## config.mk

```make
export PLATFORM = sky130hd
export DESIGN_NAME = temporizador_parpadeo
export DESIGN_NICKNAME = d
export VERILOG_FILES = /design/src/rtl/parpadeo_pkg.sv /design/src/rtl/contador_fase.sv /design/src/rtl/temporizador_parpadeo.sv
export SDC_FILE = /design/constraint.sdc
export NUM_CORES = 1
export LEC_CHECK = 0
export CAP_MARGIN = 20
export CORE_MARGIN = 4
export CORE_UTILIZATION = 45
export DETAILED_ROUTE_END_ITERATION = 16
export PLACE_DENSITY_LB_ADDON = 0.08
export SLEW_MARGIN = 25
export SYNTH_ARGS = -nofsm -noshare
export SYNTH_HDL_FRONTEND = slang
export SYNTH_HIERARCHICAL = 1
export SYNTH_SLANG_ARGS = --single-unit
export TNS_END_PERCENT = 5
```

## constraint.sdc

```tcl
create_clock -name clk -period 7.47 [get_ports clk]
set_clock_uncertainty 0.1 [all_clocks]
set_input_delay 1.1205 -clock clk [delete_from_list [all_inputs] [get_ports clk]]
set_output_delay 1.1205 -clock clk [all_outputs]
set_load 0.03 [all_outputs]
```

## src/rtl/parpadeo_pkg.sv

```systemverilog
// Shared encodings for the cursor blink timer: FSM state codes and run-mode constants.
package parpadeo_pkg;

  localparam logic [1:0] S_IDLE = 2'd0;
  localparam logic [1:0] S_ON   = 2'd1;
  localparam logic [1:0] S_OFF  = 2'd2;

  localparam logic MODE_ONESHOT  = 1'b0;
  localparam logic MODE_PERIODIC = 1'b1;

  typedef enum logic [1:0] {
    EST_IDLE = S_IDLE,
    EST_ON   = S_ON,
    EST_OFF  = S_OFF
  } estado_t;

endpackage

```

## src/rtl/contador_fase.sv

```systemverilog
// Phase counter for the blink timer: synchronous clear, count enable and a
// terminal flag raised when the count sits one below the supplied limit.
module contador_fase #(
  parameter int WIDTH = 24
) (
  input  logic             clk,
  input  logic             rst,
  input  logic             clr,
  input  logic             en,
  input  logic [WIDTH-1:0] limit,
  output logic [WIDTH-1:0] cont,
  output logic             term
);

  localparam logic [WIDTH-1:0] ONE = {{(WIDTH-1){1'b0}}, 1'b1};

  logic [WIDTH-1:0] cont_r;

  // Count register: clear has priority over enable, otherwise hold.
  always_ff @(posedge clk or posedge rst) begin
    if (rst) begin
      cont_r <= {WIDTH{1'b0}};
    end else if (clr) begin
      cont_r <= {WIDTH{1'b0}};
    end else if (en) begin
      cont_r <= cont_r + ONE;
    end else begin
      cont_r <= cont_r;
    end
  end

  // limit is never zero when term is consumed, so limit-1 cannot underflow.
  assign cont = cont_r;
  assign term = (cont_r == (limit - ONE));

endmodule

```

## src/rtl/temporizador_parpadeo.sv

```systemverilog
// Cursor blink timer: programmable ON then OFF phase, CB pulse at each period end.
// Optional BLINK_PAUSE_EN adds a 'pause' input that freezes an active run.
module temporizador_parpadeo
  import parpadeo_pkg::*;
#(
  parameter int WIDTH        = 24,
  parameter int DEF_PERIODIC = 0
) (
  input  logic             clk,
  input  logic             rst,
  input  logic             init,
  input  logic             stop,
  input  logic             mode,
  input  logic             mode_valid,
`ifdef BLINK_PAUSE_EN
  input  logic             pause,
`endif
  input  logic [WIDTH-1:0] period_on,
  input  logic [WIDTH-1:0] period_off,
  output logic             blink,
  output logic             CB,
  output logic             busy,
  output logic [WIDTH-1:0] cont
);

  localparam logic [WIDTH-1:0] ZERO = {WIDTH{1'b0}};
  localparam logic [WIDTH-1:0] ONE  = {{(WIDTH-1){1'b0}}, 1'b1};
  localparam logic DEF_MODE = (DEF_PERIODIC != 0) ? MODE_PERIODIC : MODE_ONESHOT;

  estado_t          state_r, state_nx_s, eop_state_s;
  logic [WIDTH-1:0] lat_on_r, lat_off_r, on_eff_s, limit_s;
  logic             lat_mode_r, mode_eff_s, per_s;
  logic             blink_r, cb_r, busy_r, cb_nx_s;
  logic             cnt_clr_s, cnt_en_s, term_s, pause_s;
  logic             latch_per_s, latch_mode_s;

`ifdef BLINK_PAUSE_EN
  assign pause_s = pause;
`else
  assign pause_s = 1'b0;
`endif

  // A zero ON length still gives one visible cycle.
  assign on_eff_s    = (lat_on_r == ZERO) ? ONE : lat_on_r;
  assign limit_s     = (state_r == EST_OFF) ? lat_off_r : on_eff_s;
  assign mode_eff_s  = mode_valid ? mode : DEF_MODE;
  assign per_s       = (lat_mode_r == MODE_PERIODIC);
  assign eop_state_s = per_s ? EST_ON : EST_IDLE;

  contador_fase #(.WIDTH(WIDTH)) u_contador (
    .clk   (clk),
    .rst   (rst),
    .clr   (cnt_clr_s),
    .en    (cnt_en_s),
    .limit (limit_s),
    .cont  (cont),
    .term  (term_s)
  );

  // FSM state register.
  always_ff @(posedge clk or posedge rst) begin
    if (rst) begin
      state_r <= EST_IDLE;
    end else begin
      state_r <= state_nx_s;
    end
  end

  // Next state and datapath controls; stop outranks pause, pause outranks counting.
  always_comb begin
    state_nx_s   = state_r;
    cnt_clr_s    = 1'b0;
    cnt_en_s     = 1'b0;
    latch_per_s  = 1'b0;
    latch_mode_s = 1'b0;
    cb_nx_s      = 1'b0;
    case (state_r)
      EST_IDLE: begin
        cnt_clr_s = 1'b1;
        if (init && !stop) begin
          state_nx_s   = EST_ON;
          latch_per_s  = 1'b1;
          latch_mode_s = 1'b1;
        end else begin
          state_nx_s = EST_IDLE;
        end
      end
      EST_ON: begin
        if (stop) begin
          state_nx_s = EST_IDLE;
          cnt_clr_s  = 1'b1;
        end else if (pause_s) begin
          cb_nx_s = cb_r;
        end else if (term_s && (lat_off_r == ZERO)) begin
          state_nx_s  = eop_state_s;
          latch_per_s = per_s;
          cnt_clr_s   = 1'b1;
          cb_nx_s     = 1'b1;
        end else if (term_s) begin
          state_nx_s = EST_OFF;
          cnt_clr_s  = 1'b1;
        end else begin
          cnt_en_s = 1'b1;
        end
      end
      EST_OFF: begin
        if (stop) begin
          state_nx_s = EST_IDLE;
          cnt_clr_s  = 1'b1;
        end else if (pause_s) begin
          cb_nx_s = cb_r;
        end else if (term_s) begin
          state_nx_s  = eop_state_s;
          latch_per_s = per_s;
          cnt_clr_s   = 1'b1;
          cb_nx_s     = 1'b1;
        end else begin
          cnt_en_s = 1'b1;
        end
      end
      default: begin
        state_nx_s = EST_IDLE;
        cnt_clr_s  = 1'b1;
      end
    endcase
  end

  // Period and mode latches; periods refresh at start and at each periodic boundary.
  always_ff @(posedge clk or posedge rst) begin
    if (rst) begin
      lat_on_r   <= ZERO;
      lat_off_r  <= ZERO;
      lat_mode_r <= MODE_ONESHOT;
    end else begin
      if (latch_per_s) begin
        lat_on_r  <= period_on;
        lat_off_r <= period_off;
      end
      if (latch_mode_s) begin
        lat_mode_r <= mode_eff_s;
      end
    end
  end

  // Registered outputs derived from the upcoming state.
  always_ff @(posedge clk or posedge rst) begin
    if (rst) begin
      blink_r <= 1'b0;
      busy_r  <= 1'b0;
      cb_r    <= 1'b0;
    end else begin
      blink_r <= (state_nx_s == EST_ON);
      busy_r  <= (state_nx_s != EST_IDLE);
      cb_r    <= cb_nx_s;
    end
  end

  assign blink = blink_r;
  assign busy  = busy_r;
  assign CB    = cb_r;

endmodule

```

Yosys cells after proc, flatten, opt, wreduce, memory -nomap -nowiden
Index checks and enable logic that the tools add are counted.
{"block": "word_totals", "out_inout_bits": 27, "elab_cells": 56, "in_bits": 54, "register_bits": 78}
{"block": "op_classes", "muxes": 34, "add_sub_neg": 2, "n_eq_ne": 4, "n_reduce_logical": 8}
{"cell": "$mux 24", "count": 4}
{"cell": "$logic_not 24->1", "count": 2}
{"cell": "$add 24x1->24 const B", "count": 1}
{"cell": "$eq 24x24->1", "count": 1}
{"cell": "$sub 24x1->24 const B", "count": 1}
{"cell": "$mux 1", "count": 20}
{"cell": "$mux 2", "count": 5}
{"cell": "$pmux 1 s2", "count": 3}
{"cell": "$pmux 2 s3", "count": 1}
{"cell": "$eq 2x1->1 const B", "count": 2}
{"cell": "$reduce_bool 2->1", "count": 2}
{"cell": "$pmux 1 s3", "count": 1}
{"cell": "$eq 2x2->1 const B", "count": 1}
{"cell": "$logic_and 1x1->1", "count": 2}
{"cell": "$logic_not 2->1", "count": 1}
{"cell": "$logic_not 1->1", "count": 1}

Depth between registers and ports, before layout
{"block": "logic_depth", "depth_word": 11, "depth_mapped": 25, "depth_no_buf": 22}

Cells and area by module
The synthesis kept the hierarchy.
{"mod": "temporizador_parpadeo", "n_inst": 1, "cells_each": 186, "seq_area_each_um2": 1351.3, "area_per_inst_um2": 2638.8}
{"mod": "contador_fase", "n_inst": 1, "cells_each": 241, "seq_area_each_um2": 600.6, "area_per_inst_um2": 2068.2}

Worst setup path after synthesis
OpenSTA, ideal clock, no wires.
{"block": "synth_path", "kind": "register to register", "startpoint": "reg state_r[0]", "endpoint": "reg u_contador.cont_r[17] (netlist: u_contador/cont[17])", "required_time_ns": 7.292, "stages_incl_launch_ff": 21, "setup_time_ns": 0.078, "period_less_slack_ns": 5.525, "n_path_buf": 3, "arrival_time_ns": 5.348, "slack_ns": 1.945, "cell_sequence": "dfrtp_1 -> inv_1 -> ha_1 -> clkbuf_1 -> buf_1 -> mux2_2 -> xor2_1 -> or4b_1 -> a311o_1 -> a22o_1 -> nor4_2 -> o2111ai_1 -> a2111oi_2 -> or3b_2 -> clkbuf_1 -> nor2_1 -> or3b_1 -> nor2_1 -> nand2_1 -> or3_1 -> a21oi_1"}
{"block": "synth_via", "elab_chain_cells": 9, "word_cells_on_any_way": 18, "cone_classes": "1 x add/sub; 3 x eq/ne; 12 x mux; 2 x reduce/logical"}
{"item": "start, declared", "line": "temporizador_parpadeo.sv:30", "rtl": "estado_t state_r, state_nx_s, eop_state_s;"}
{"item": "start signal, assigned", "line": "temporizador_parpadeo.sv:65", "rtl": "state_r <= state_nx_s;"}
{"item": "$eq 2x2->1 *", "line": "temporizador_parpadeo.sv:45", "rtl": "assign limit_s = (state_r == EST_OFF) ? lat_off_r : on_eff_s;"}
{"item": "$mux 24 *", "line": "temporizador_parpadeo.sv:45"}
{"item": "net limit_s[12]", "line": "temporizador_parpadeo.sv:31", "rtl": "logic [WIDTH-1:0] lat_on_r, lat_off_r, on_eff_s, limit_s;"}
{"item": "$sub 24x1->24 *", "line": "contador_fase.sv:34", "rtl": "assign term = (cont_r == (limit - ONE));"}
{"item": "$eq 24x24->1 *", "line": "contador_fase.sv:34"}
{"item": "net term_s", "line": "temporizador_parpadeo.sv:34", "rtl": "logic cnt_clr_s, cnt_en_s, term_s, pause_s;"}
{"item": "$mux 1 / $logic_and 1x1->1 (equally long branches)", "line": "temporizador_parpadeo.sv:99, temporizador_parpadeo.sv:112, temporizador_parpadeo.sv:94"}
{"item": "$mux 1", "line": "temporizador_parpadeo.sv:94", "rtl": "end else if (term_s && (lat_off_r == ZERO)) begin"}
{"item": "$mux 1", "line": "temporizador_parpadeo.sv:89", "rtl": "if (stop) begin"}
{"item": "$pmux 1 s2 *", "line": "temporizador_parpadeo.sv:77", "rtl": "case (state_r)"}
{"item": "net cnt_clr_s", "line": "temporizador_parpadeo.sv:34"}
{"item": "$mux 24 / $reduce_bool 2->1 (equally long branches)"}
{"item": "end signal, assigned", "line": "contador_fase.sv:22", "rtl": "cont_r <= {WIDTH{1'b0}};"}
{"item": "end signal, assigned", "line": "contador_fase.sv:24", "rtl": "cont_r <= {WIDTH{1'b0}};"}
{"item": "end signal, assigned", "line": "contador_fase.sv:26", "rtl": "cont_r <= cont_r + ONE;"}
{"item": "end, declared", "line": "contador_fase.sv:17", "rtl": "logic [WIDTH-1:0] cont_r;"}
The timed path passes the listed nets; every way through them passes the cells marked *.
A chain may end at the register's enable or synchronous reset.

Final worst setup path
Ends and elaborated chain as after synthesis.

==> metrics <==
Post-Route WL=11.6 mm; syn nets=487; static leakage=2.25 nW; initial antenna violation count=0; post-route minimum period=6.50 ns; DR vias/cell=5.48; mux cell area share after synthesis=19.0%; Max-slew headroom=38.5%; Initial Util=45.8%; H-tree depth=3; peak supply drop=111 uV; Tot Pwr=1.08 mW; fraction of registers with async set/reset=100%; Power Density=187 nW/um^2; Hold-fix buffers, CTS=0; GP Congestion=0.921; post-CTS setup buffers=0; Worst-path clk slew=0.09 ns; Worst path slowest cell=a2111oi_2; pre-CTS setup slack=1.06 ns; Inserted Clock Buffers=9; Post-synth EDFFs=0; Sink Count=78; ANT nets after route=0; Layout Nets=566; worst-skew pair later-pin latency=0.36 ns; Startpoint Class=flop; CP peak stage delay=0.62 ns; Post-Syn Instances=427; CP Max Fanout=26; RSZ-0062 raised after global routing=false; Iter 0 DRT Violations=211; min-delay worst type=flop to flop; post-route clock period utilization=87.0%; largest net degree at the start of global routing=55; Setup CP Type=flop to flop; Ys Warns=6; Fin. Hold Viols=0; via count=3547; row cnt=37; n_diodes=0; placed inst area=5620 sq um; xor/xnor share of the synthesized area=8.90%; detailed-route wire length per cell=17.9 um; synthesized area=4710 sq um; first-pass GRT wire length=18.7 mm; Top Ports=81; max cap viols=0; die area=12200 sq um; Post-Syn Area per Cell=11.0 sq um; die width=110 um; setup violators final=0; status=complete, no violations; FMAX=154 MHz; Synth Area in Adders=1.59%; Fin Setup TNS=0 ns; share of cells above drive strength 1=20.9%; Port Buffer Count=80; Critical Path RT=7.65 ns; Finished Cell Area=5800 sq um; drt first pass iters=4; Crit. End Element=flop; die height=110 um; largest family of logic cells by synthesized area=multiplexers; Max Buffers Root-to-Sink=2; #FFs+latches synth=78; Top FF cell, synth=dfrtp_1; core area=10300 sq um; Cell variety after synth=70; Post-Synth Simple-Gate Area=17.6%; root buffer cell=clkbuf_8; max-slew violation count=0; crit path cell chain=inv_1 -> ha_1 -> buf_4 -> mux2_2 -> inv_1 -> ha_1 -> nor2b_1 -> nand4_2 -> xnor2_1 -> o22a_2 -> nor4_2 -> o2111ai_1 -> a2111oi_2 -> or3b_2 -> nor2_1 -> or3b_1 -> nor2_1 -> nand2_1 -> or3_1 -> a21oi_1; DRC=0; post-route worst setup slack=0.971 ns; vias in the first global route=3560; actual slew at the worst max-slew pin=0.921 ns; GR Util All Layers=20.1%; sequential share of the synthesized area=41.5%; CTS tree=built; commonest non-fill, non-tap cell in the layout=clkdlybuf4s50_1; Area Overhead vs Synth=23.3%; commonest cells after routing, fill and taps aside=clkdlybuf4s50_1, dfrtp_1, mux2_2, nor2_1, xnor2_1; cells resized by post-CTS repair=0; worst endpoint data arrival time=6.68 ns; Synth Area in Compound Gates=8.40%; Post-DP HPWL=8.65 mm; total gr overflow=0
[Yosys cell counts, drive strengths merged, types with 6 or more instances]
cell type	number	area, sq um
buf	8	70.1
o21ai	8	43.8
nand2	20	75.1
nand4	8	56.3
nor4	15	130
inv	11	41.3
nand3	13	65.1
nor3	13	70.1
nor2	40	155
a21oi	14	73.8
ha	6	75.1
xnor2	29	262
clkbuf	8	30.0
dfrtp	78	1950
mux2	72	886
xor2	18	158
[layer usage]
metal | track usage (%) | wire length [um] | vias to the layer above
li1 | - | - | 1724
met1 | 30.1 | 5760 | 1704
met2 | 29.3 | 5060 | 108
met3 | 3.90 | 589 | 11
met4 | 6.42 | 164 | 0
met5 | 0 | 0 | -
[registers in the layout, indices dropped and copies added (netlist names)]
register and cells:
CB 1, blink 1, busy 1, lat_mode_r 1, lat_off_r 24, lat_on_r 24
state_r 2, u_contador/cont 24
[cell families after synthesis]
group                    Yosys count
buffers and inverters             27
XOR/XNOR                          47
AO/OA/AOI/OAI                     53
AND/OR/NAND/NOR                  143
flip-flops                        78
multiplexers                      73
adder cells (fa/ha/maj)            6
[critical path: cells and delay by family (launching register included)]
kind,cells,cell delay (ns)
DFF,1,0.42
AOI/OAI and AO/OA,4,1.14
adders and majority gates,2,0.68
buffers and inverters,3,0.50
muxes,1,0.41
xor gates and xnor gates,1,0.23
and+or+nand+nor,9,2.90
[final cells by class]
class                      count  area [sq um]
fill                         911          4480
clock buffer                   9           124
clock inverter                 7          55.1
timing repair buffer          84           831
sequential                    78          1950
multi-input combinational    322          2630
inverter                      11          41.3
tap                          136           170
[per-stage QoR]
step / hold slack (ns) / cells / utilization (%)
floorplan: 0.383 / 427 / -
global placement: 0.411 / 631 / 54.7
detailed placement: 0.418 / 631 / 54.7
CTS: 0.436 / 647 / 56.5
global route: 0.460 / 647 / 56.5
finish: 0.428 / 647 / 56.5
[final timing paths]
| kind | start | endpoint | slack [ns] | depth (start not counted) |
|---|---|---|---|---|
| worst max-delay path | state_r[0]$_DFF_PP0_ | u_contador/cont[17]$_DFFE_PP0P_ | 0.97 | 20 |
| worst min-delay path | lat_on_r[11]$_DFFE_PP0P_ | lat_on_r[11]$_DFFE_PP0P_ | 0.43 | 1 |
| worst max register to register | state_r[0]$_DFF_PP0_ | u_contador/cont[17]$_DFFE_PP0P_ | 0.97 | 20 |
| worst min register to register | lat_on_r[11]$_DFFE_PP0P_ | lat_on_r[11]$_DFFE_PP0P_ | 0.43 | 1 |
| max in group asynchronous | rst | u_contador/cont[16]$_DFFE_PP0P_ | 5.49 | 2 |
| min in group asynchronous | rst | lat_on_r[18]$_DFFE_PP0P_ | 1.17 | 3 |
[power by group]
group          internal [mW]  total, mW  leakage (nW)  switching (mW)
Clock                  0.124      0.291        0.0866           0.167
Sequential             0.473      0.522         0.980          0.0490
Combinational          0.143      0.270          1.18           0.127
Total                  0.740       1.08          2.25           0.343
(Power assumes the default switching activity.)
